--- src/rtl/mem_port_arbiter.sv ---
// Shares one single-port, 1-cycle-latency SRAM between instruction fetch and data access.
// Data has priority until fetch has been starved STARVE_LIMIT times in a row.
module mem_port_arbiter #(
  parameter int ADDR_W       = 13,
  parameter int DATA_W       = 32,
  parameter int STARVE_LIMIT = 4
) (
  input  logic                clk,
  input  logic                rst,
  input  logic                i_req,
  input  logic [ADDR_W-1:0]   i_addr,
  output logic                i_gnt,
  output logic                i_rvalid,
  output logic [DATA_W-1:0]   i_rdata,
  input  logic                d_req,
  input  logic                d_we,
  input  logic [ADDR_W-1:0]   d_addr,
  input  logic [DATA_W-1:0]   d_wdata,
  input  logic [DATA_W/8-1:0] d_wmask,
  output logic                d_gnt,
  output logic                d_rvalid,
  output logic [DATA_W-1:0]   d_rdata,
  output logic                i_wait,
  output logic                d_wait,
  output logic                sram_cs_o,
  output logic                sram_we_o,
  output logic [ADDR_W-1:0]   sram_addr_o,
  output logic [DATA_W-1:0]   sram_wdata_o,
  output logic [DATA_W/8-1:0] sram_wmask_o,
  input  logic [DATA_W-1:0]   sram_rdata_i,
  output logic [15:0]         i_wait_cnt,
  output logic [15:0]         d_wait_cnt
);

  localparam logic [3:0] LIMIT = 4'(STARVE_LIMIT);

  typedef enum logic {PRI_D, PRI_I} pri_e;
  typedef enum logic [1:0] {OWN_NONE, OWN_IFETCH, OWN_DATA} owner_e;

  pri_e        state_q, state_d;
  owner_e      resp_owner_q, resp_owner_d;
  logic [3:0]  starve_cnt_q, starve_cnt_d;
  logic [15:0] i_wait_cnt_q, i_wait_cnt_d;
  logic [15:0] d_wait_cnt_q, d_wait_cnt_d;

  always_comb begin
    i_gnt = 1'b0;
    d_gnt = 1'b0;
    if (i_req && d_req) begin
      if (state_q == PRI_I) i_gnt = 1'b1;
      else                  d_gnt = 1'b1;
    end else begin
      i_gnt = i_req;
      d_gnt = d_req;
    end
  end

  always_comb begin
    sram_cs_o    = i_gnt | d_gnt;
    sram_we_o    = d_gnt & d_we;
    sram_addr_o  = i_gnt ? i_addr : d_addr;
    sram_wdata_o = d_wdata;
    sram_wmask_o = d_gnt ? d_wmask : '0;
  end

  assign i_wait = i_req & ~i_gnt;
  assign d_wait = d_req & ~d_gnt;

  always_comb begin
    starve_cnt_d = starve_cnt_q;
    if (i_gnt || !i_req) begin
      starve_cnt_d = '0;
    end else if (d_gnt && starve_cnt_q != 4'hF) begin
      starve_cnt_d = starve_cnt_q + 4'd1;
    end

    // Switching on the updated count lets the limit-th data grant hand over the next slot.
    state_d = state_q;
    case (state_q)
      PRI_D:   if (starve_cnt_d >= LIMIT) state_d = PRI_I;
      PRI_I:   if (i_gnt) state_d = PRI_D;
      default: state_d = PRI_D;
    endcase

    resp_owner_d = OWN_NONE;
    if (i_gnt)              resp_owner_d = OWN_IFETCH;
    else if (d_gnt && !d_we) resp_owner_d = OWN_DATA;

    i_wait_cnt_d = i_wait_cnt_q;
    if (i_wait && i_wait_cnt_q != 16'hFFFF) i_wait_cnt_d = i_wait_cnt_q + 16'd1;
    d_wait_cnt_d = d_wait_cnt_q;
    if (d_wait && d_wait_cnt_q != 16'hFFFF) d_wait_cnt_d = d_wait_cnt_q + 16'd1;
  end

  always_ff @(posedge clk or negedge rst) begin
    if (!rst) begin
      state_q      <= PRI_D;
      resp_owner_q <= OWN_NONE;
      starve_cnt_q <= '0;
      i_wait_cnt_q <= '0;
      d_wait_cnt_q <= '0;
    end else begin
      state_q      <= state_d;
      resp_owner_q <= resp_owner_d;
      starve_cnt_q <= starve_cnt_d;
      i_wait_cnt_q <= i_wait_cnt_d;
      d_wait_cnt_q <= d_wait_cnt_d;
    end
  end

  // Read data is steered from the SRAM straight through; the idle port sees zero.
  always_comb begin
    i_rvalid = (resp_owner_q == OWN_IFETCH);
    d_rvalid = (resp_owner_q == OWN_DATA);
    i_rdata  = i_rvalid ? sram_rdata_i : '0;
    d_rdata  = d_rvalid ? sram_rdata_i : '0;
  end

  assign i_wait_cnt = i_wait_cnt_q;
  assign d_wait_cnt = d_wait_cnt_q;

endmodule

--- config.mk ---
export PLATFORM = sky130hd
export DESIGN_NAME = mem_port_arbiter
export DESIGN_NICKNAME = d
export VERILOG_FILES = /design/src/rtl/mem_port_arbiter.sv
export SDC_FILE = /design/constraint.sdc
export NUM_CORES = 1
export LEC_CHECK = 0
export ABC_CLOCK_PERIOD_IN_PS = 1800
export CAP_MARGIN = 25
export CORE_ASPECT_RATIO = 1.4
export CORE_MARGIN = 2
export CORE_UTILIZATION = 28
export DETAILED_ROUTE_END_ITERATION = 8
export GPL_TIMING_DRIVEN = 1
export MAX_ROUTING_LAYER = met4
export PLACE_DENSITY = 0.74
export SLEW_MARGIN = 10
export SYNTH_ARGS = -nofsm -noshare
export SYNTH_HDL_FRONTEND = slang
export SYNTH_SLANG_ARGS = --single-unit
--- constraint.sdc ---
create_clock -name clk -period 1.8 [get_ports clk]
set_input_delay 0.36 -clock clk [delete_from_list [all_inputs] [get_ports clk]]
set_output_delay 0.36 -clock clk [all_outputs]
set_load 0.05 [all_outputs]
**Word-level counts from Yosys, hierarchy flattened**

Cells that the tools add are included.
Widths: inputs -> output; s select.

- Register bits: 39
- Input bits: 99
- Output and inout bits: 153
- Word-level logic and storage cells: 44

- $add $sub $neg: 3
- Order comparisons: 1
- Eq/ne operators: 5
- Mux-type cells: 15
- Bitwise operators: 7
- Reduce and logical (&&, ||, !) cells: 8

Operator list:

| operator | number |
|---|---|
| $mux 32 | 2 |
| $add 16x1->16 const B | 2 |
| $ne 16x16->1 const B | 2 |
| $mux 13 | 1 |
| $mux 4 | 3 |
| $mux 1 | 6 |
| $logic_and 1x1->1 | 5 |
| $add 4x1->4 const B | 1 |
| $ge 4x3->1 const B | 1 |
| $mux 2 | 2 |
| $ne 4x4->1 const B | 1 |
| $and 1x1->1 | 3 |
| $not 1->1 | 3 |
| $eq 2x1->1 const B | 1 |
| $eq 2x2->1 const B | 1 |
| $logic_not 1->1 | 2 |
| $pmux 1 s2 | 1 |
| $logic_or 1x1->1 | 1 |
| $or 1x1->1 | 1 |

**Longest topological paths before layout**

- Word-level depth: 8
- Mapped depth: 5
- Mapped depth without buffers: 5

**Worst setup path before layout**

OpenSTA, ideal clock, no wires.

- Path kind: register -> output
- Start: register state_q
- End: output sram_we_o
- Data arrival time: 1.845 ns
- Required time: 1.440 ns
- Slack: -0.405 ns
- Stages on the path, launching flop included: 4
- Buffers on the path: 1
- Cell sequence: dfrtp_1 -> a21boi_0 -> clkbuf_1 -> and2_1

- Word-level cells in the longest chain between the ends: 3

Ends and longest elaborated chain:

| what | RTL line | text |
|---|---|---|
| start: declaration | 40 | `pri_e state_q, state_d;` |
| start signal: assignment | 103 | `state_q <= state_d;` |
| $mux 1 | 50 | `if (state_q == PRI_I) i_gnt = 1'b1;` |
| $mux 1 | 49 | `if (i_req && d_req) begin` |
| named net d_gnt | 20 | `output logic d_gnt,` |
| $and 1x1->1 | 60 | `sram_we_o = d_gnt & d_we;` |
| end: declaration | 26 | `output logic sram_we_o,` |

The timed path passes the listed nets, and every way through them passes these cells.

**Worst setup path after layout**

- Start: register state_q
- End: output sram_addr_o[5]

- Word-level cells in the longest chain between the ends: 3

Ends and longest elaborated chain:

| what | RTL line | text |
|---|---|---|
| $mux 1 | 50 |  |
| $mux 1 | 49 |  |
| $mux 13 | 61 | `sram_addr_o = i_gnt ? i_addr : d_addr;` |
| end: declaration | 27 | `output logic [ADDR_W-1:0] sram_addr_o,` |

No other way between the ends.

==> metrics.md <==
| Metric | Value |
|---|---|
| Die width | 87.9 um |
| Share of layout cells above drive strength 1 | 0.511 |
| DR WL/cell | 19.8 um |
| Fin worst setup slack | -0.176 ns |
| Dpl hpwl | 9.56 mm |
| First-iteration detailed-routing DRC count | 148 |
| Syn Std Cell Area | 2760 um^2 |
| Hold Violations, Final | 0 |
| Critical path data required time | 1.44 ns |
| Detailed Routing Iterations Pass 1 | 4 |
| Max-slew headroom | 0.617 |
| GRT Total Usage | 0.223 |
| Top Ports | 252 |
| Sink count of the clock tree | 39 |
| Final worst path period need | 1.98 ns |
| Synthesized area per cell | 9.25 um^2 |
| GR Overflow Total | 0 |
| Antenna violations before repair | 4 |
| Worst hold path type | input port to asynchronous set/reset pin |
| Tightest Pin Transition | 0.571 ns |
| CTS Hold Bufs | 0 |
| Peak supply drop | 0.493 mV |
| Vias in the first global route | 3021 |
| Fillcell total | 736 |
| Max cap viols | 0 |
| Die H | 121 um |
| Largest net degree at the start of global routing | 40 |
| Crit path DAT | 1.62 ns |
| Clk_skew | 0.00728 ns |
| Mapped Cells | 298 |
| H-tree depth | 2 |
| TritonCTS clock tree | yes |
| Vias per cell | 4.77 |
| Cell chain of the critical path | buf_6 > o21ai_4 > buf_6 > mux2_4 > buf_8 |
| RSZ-0062 raised after global routing | yes |
| Clk slew on worst S/H paths | 0.06 ns |
| Worst-Skew Late Latency | 0.29 ns |
| FFs w/ async S/R, synth | 1.00 |
| DRC viols | 0 |
| Synth Flop Type | dfrtp_1 |
| CTS root buf | clkbuf_16 |
| Most common cell after layout, fill and taps aside | buf_12 |
| Library cells used by synthesis | 42 |
| Nets | 586 |
| First-pass GRT wire length | 17.3 mm |
| Pins Over Slew Limit | 0 |
| Slowest CP cell | dfrtp_1 |
| Sequential area share after synthesis | 0.354 |
| Routed Antenna Nets | 0 |
| Final period utilization | 1.10 |
| Cell row count | 42 |
| Syn_nets | 400 |
| Failing checks | negative setup slack |
| Max Fclk | 506 MHz |
| Clk buf depth | 2 |
| Post-synth EDFFs | 0 |
| Worst setup path class | register to output pin |
| #FFs+latches synth | 39 |
| Gpl congestion | 0.848 |
| Slowest Stage Delay on Critical Path | 0.40 ns |
| Starting Density | 0.290 |
| Synthesis-to-layout area growth | 116% |
| Hold slack | 0.133 ns |
| Setup violations, final | 21 |
| I/O Buffers | 187 |
| TritonCTS buffer count | 5 |
| Vias | 2962 |
| Outcome | complete, but fails checks |
| Post-Route Utilization | 0.627 |
| PD cells | 625 nW/um^2 |
| Crit-path max FO | 7 |
| Core area | 9510 um^2 |
| Crit end category | output pin |
| WL final | 12.3 mm |
| Leakage power | 0.00263 uW |
| Die Area | 10700 um^2 |
| Most frequent cell on the critical path | buf_6 |
| Synth warnings | 0 |
| Most frequent cells in the layout | 75 x buf_12, 63 x and2_1, 63 x clkdlybuf4s50_1, 56 x buf_4, 30 x dfrtp_2 |
| Crit start category | register |
==> cell type report <==
cell class / count / area, um^2 / share of cell area
Antenna cell: 4 / 10.0 / 0.00168
Clock buffer: 6 / 129 / 0.0216
Clock inverter: 2 / 13.8 / 0.00231
Inverter: 7 / 32.5 / 0.00546
Multi-Input combinational cell: 210 / 1700 / 0.286
Sequential cell: 39 / 1010 / 0.170
Tap cell: 132 / 165 / 0.0277
Timing Repair Buffer: 221 / 2890 / 0.486
==> worst paths after layout <==
kind                                from              to  slack, ns  cells after the start
setup / recovery                 state_q  sram_addr_o[5]      -0.18                      5
hold / removal                       rst   i_wait_cnt[8]       0.13                      2
setup reg to reg                 state_q  i_wait_cnt[11]      -0.03                      5
hold reg to reg            i_wait_cnt[7]   i_wait_cnt[7]       0.49                      1
max in group asynchronous            rst   d_wait_cnt[3]       1.28                      2
min in group clk           i_wait_cnt[7]   i_wait_cnt[7]       0.49                      1
==> synthesized netlist by cell type (2+ instances only) <==
| library cell | number | area (um^2) |
|---|---|---|
| mux2_2 | 15 | 169 |
| a31oi_1 | 3 | 18.8 |
| and4b_1 | 2 | 20.0 |
| a21oi_1 | 8 | 40.0 |
| buf_4 | 32 | 240 |
| clkbuf_1 | 10 | 37.5 |
| xnor2_1 | 5 | 43.8 |
| or4_4 | 2 | 22.5 |
| nand2_1 | 11 | 41.3 |
| ha_1 | 3 | 37.5 |
| and2_1 | 70 | 438 |
| nor2b_1 | 3 | 18.8 |
| a211oi_1 | 3 | 22.5 |
| dfrtp_1 | 39 | 976 |
| nor4_1 | 2 | 12.5 |
| nand3_1 | 10 | 50.1 |
| nor3b_1 | 2 | 15.0 |
| xor2_1 | 22 | 193 |
| or3_1 | 2 | 12.5 |
| and3_1 | 2 | 12.5 |
| and4bb_2 | 2 | 25.0 |
| inv_1 | 7 | 26.3 |
| nor2_1 | 9 | 33.8 |
| nand4_1 | 7 | 43.8 |
| nor3_1 | 10 | 50.1 |
==> repair_timing <==
| action | CTS | global route |
|---|---|---|
| resized for setup | 61 | 29 |
| setup buffers | 6 | 4 |
| pin swaps | 8 | 6 |
| gates cloned | 1 | 1 |
| setup endpoints to repair | 31 | 60 |
==> critical path, delay by kind of cell (launching register included) <==
kind,cells,cell delay (ns)
AOI/OAI and AO/OA,1,0.15
buffers and inverters,3,0.46
DFF,1,0.40
muxes,1,0.32
==> registers in the layout, summed over array words and instances, names as in the netlist <==
register / cells
d_wait_cnt: 16
i_wait_cnt: 16
starve_cnt_q: 4
resp_owner_q: 2
state_q: 1
==> through the flow <==
| step | worst slack (ns) | total power [uW] | cells | TNS [ns] | cell area (um^2) |
|---|---|---|---|---|---|
| 2_1_floorplan | -0.0536 | 2160 | 298 | -0.0755 | 2840 |
| 3_3_place_gp | -0.419 | 2710 | 599 | -12.29 | 5420 |
| 5_1_grt | -0.213 | 3860 | 621 | -3.86 | 5960 |
| 6_report | -0.176 | 3720 | 621 | -2.80 | 5960 |
| 3_5_place_dp | -0.454 | 2750 | 599 | -13.64 | 5420 |
| 4_1_cts | -0.266 | 3730 | 614 | -3.82 | 5850 |
==> routing by layer <==
metal | GRT usage | up-vias | wire length (um)
met5 | - | - | 0
met4 | 0.0490 | 0 | 229
met3 | 0.129 | 23 | 1780
met2 | 0.394 | 172 | 6790
met1 | 0.205 | 1408 | 3530
li1 | - | 1359 | -
==> cell families after synthesis <==
family | after synthesis | share of synthesized area
compound gates | 21 | 0.0513
xor+xnor | 27 | 0.0858
fa+ha+maj | 3 | 0.0136
buf+inv | 49 | 0.110
flops | 39 | 0.354
mux | 15 | 0.0613
simple gates | 144 | 0.324
==> power by group <==
| part | internal, uW | leakage (uW) | switching [uW] |
|---|---|---|---|
| combinational | 750 | 0.00210 | 965 |
| sequential | 985 | 0.000467 | 135 |
| clock | 515 | 0.0000709 | 374 |
Note: power is estimated with default switching activity, not from simulation.
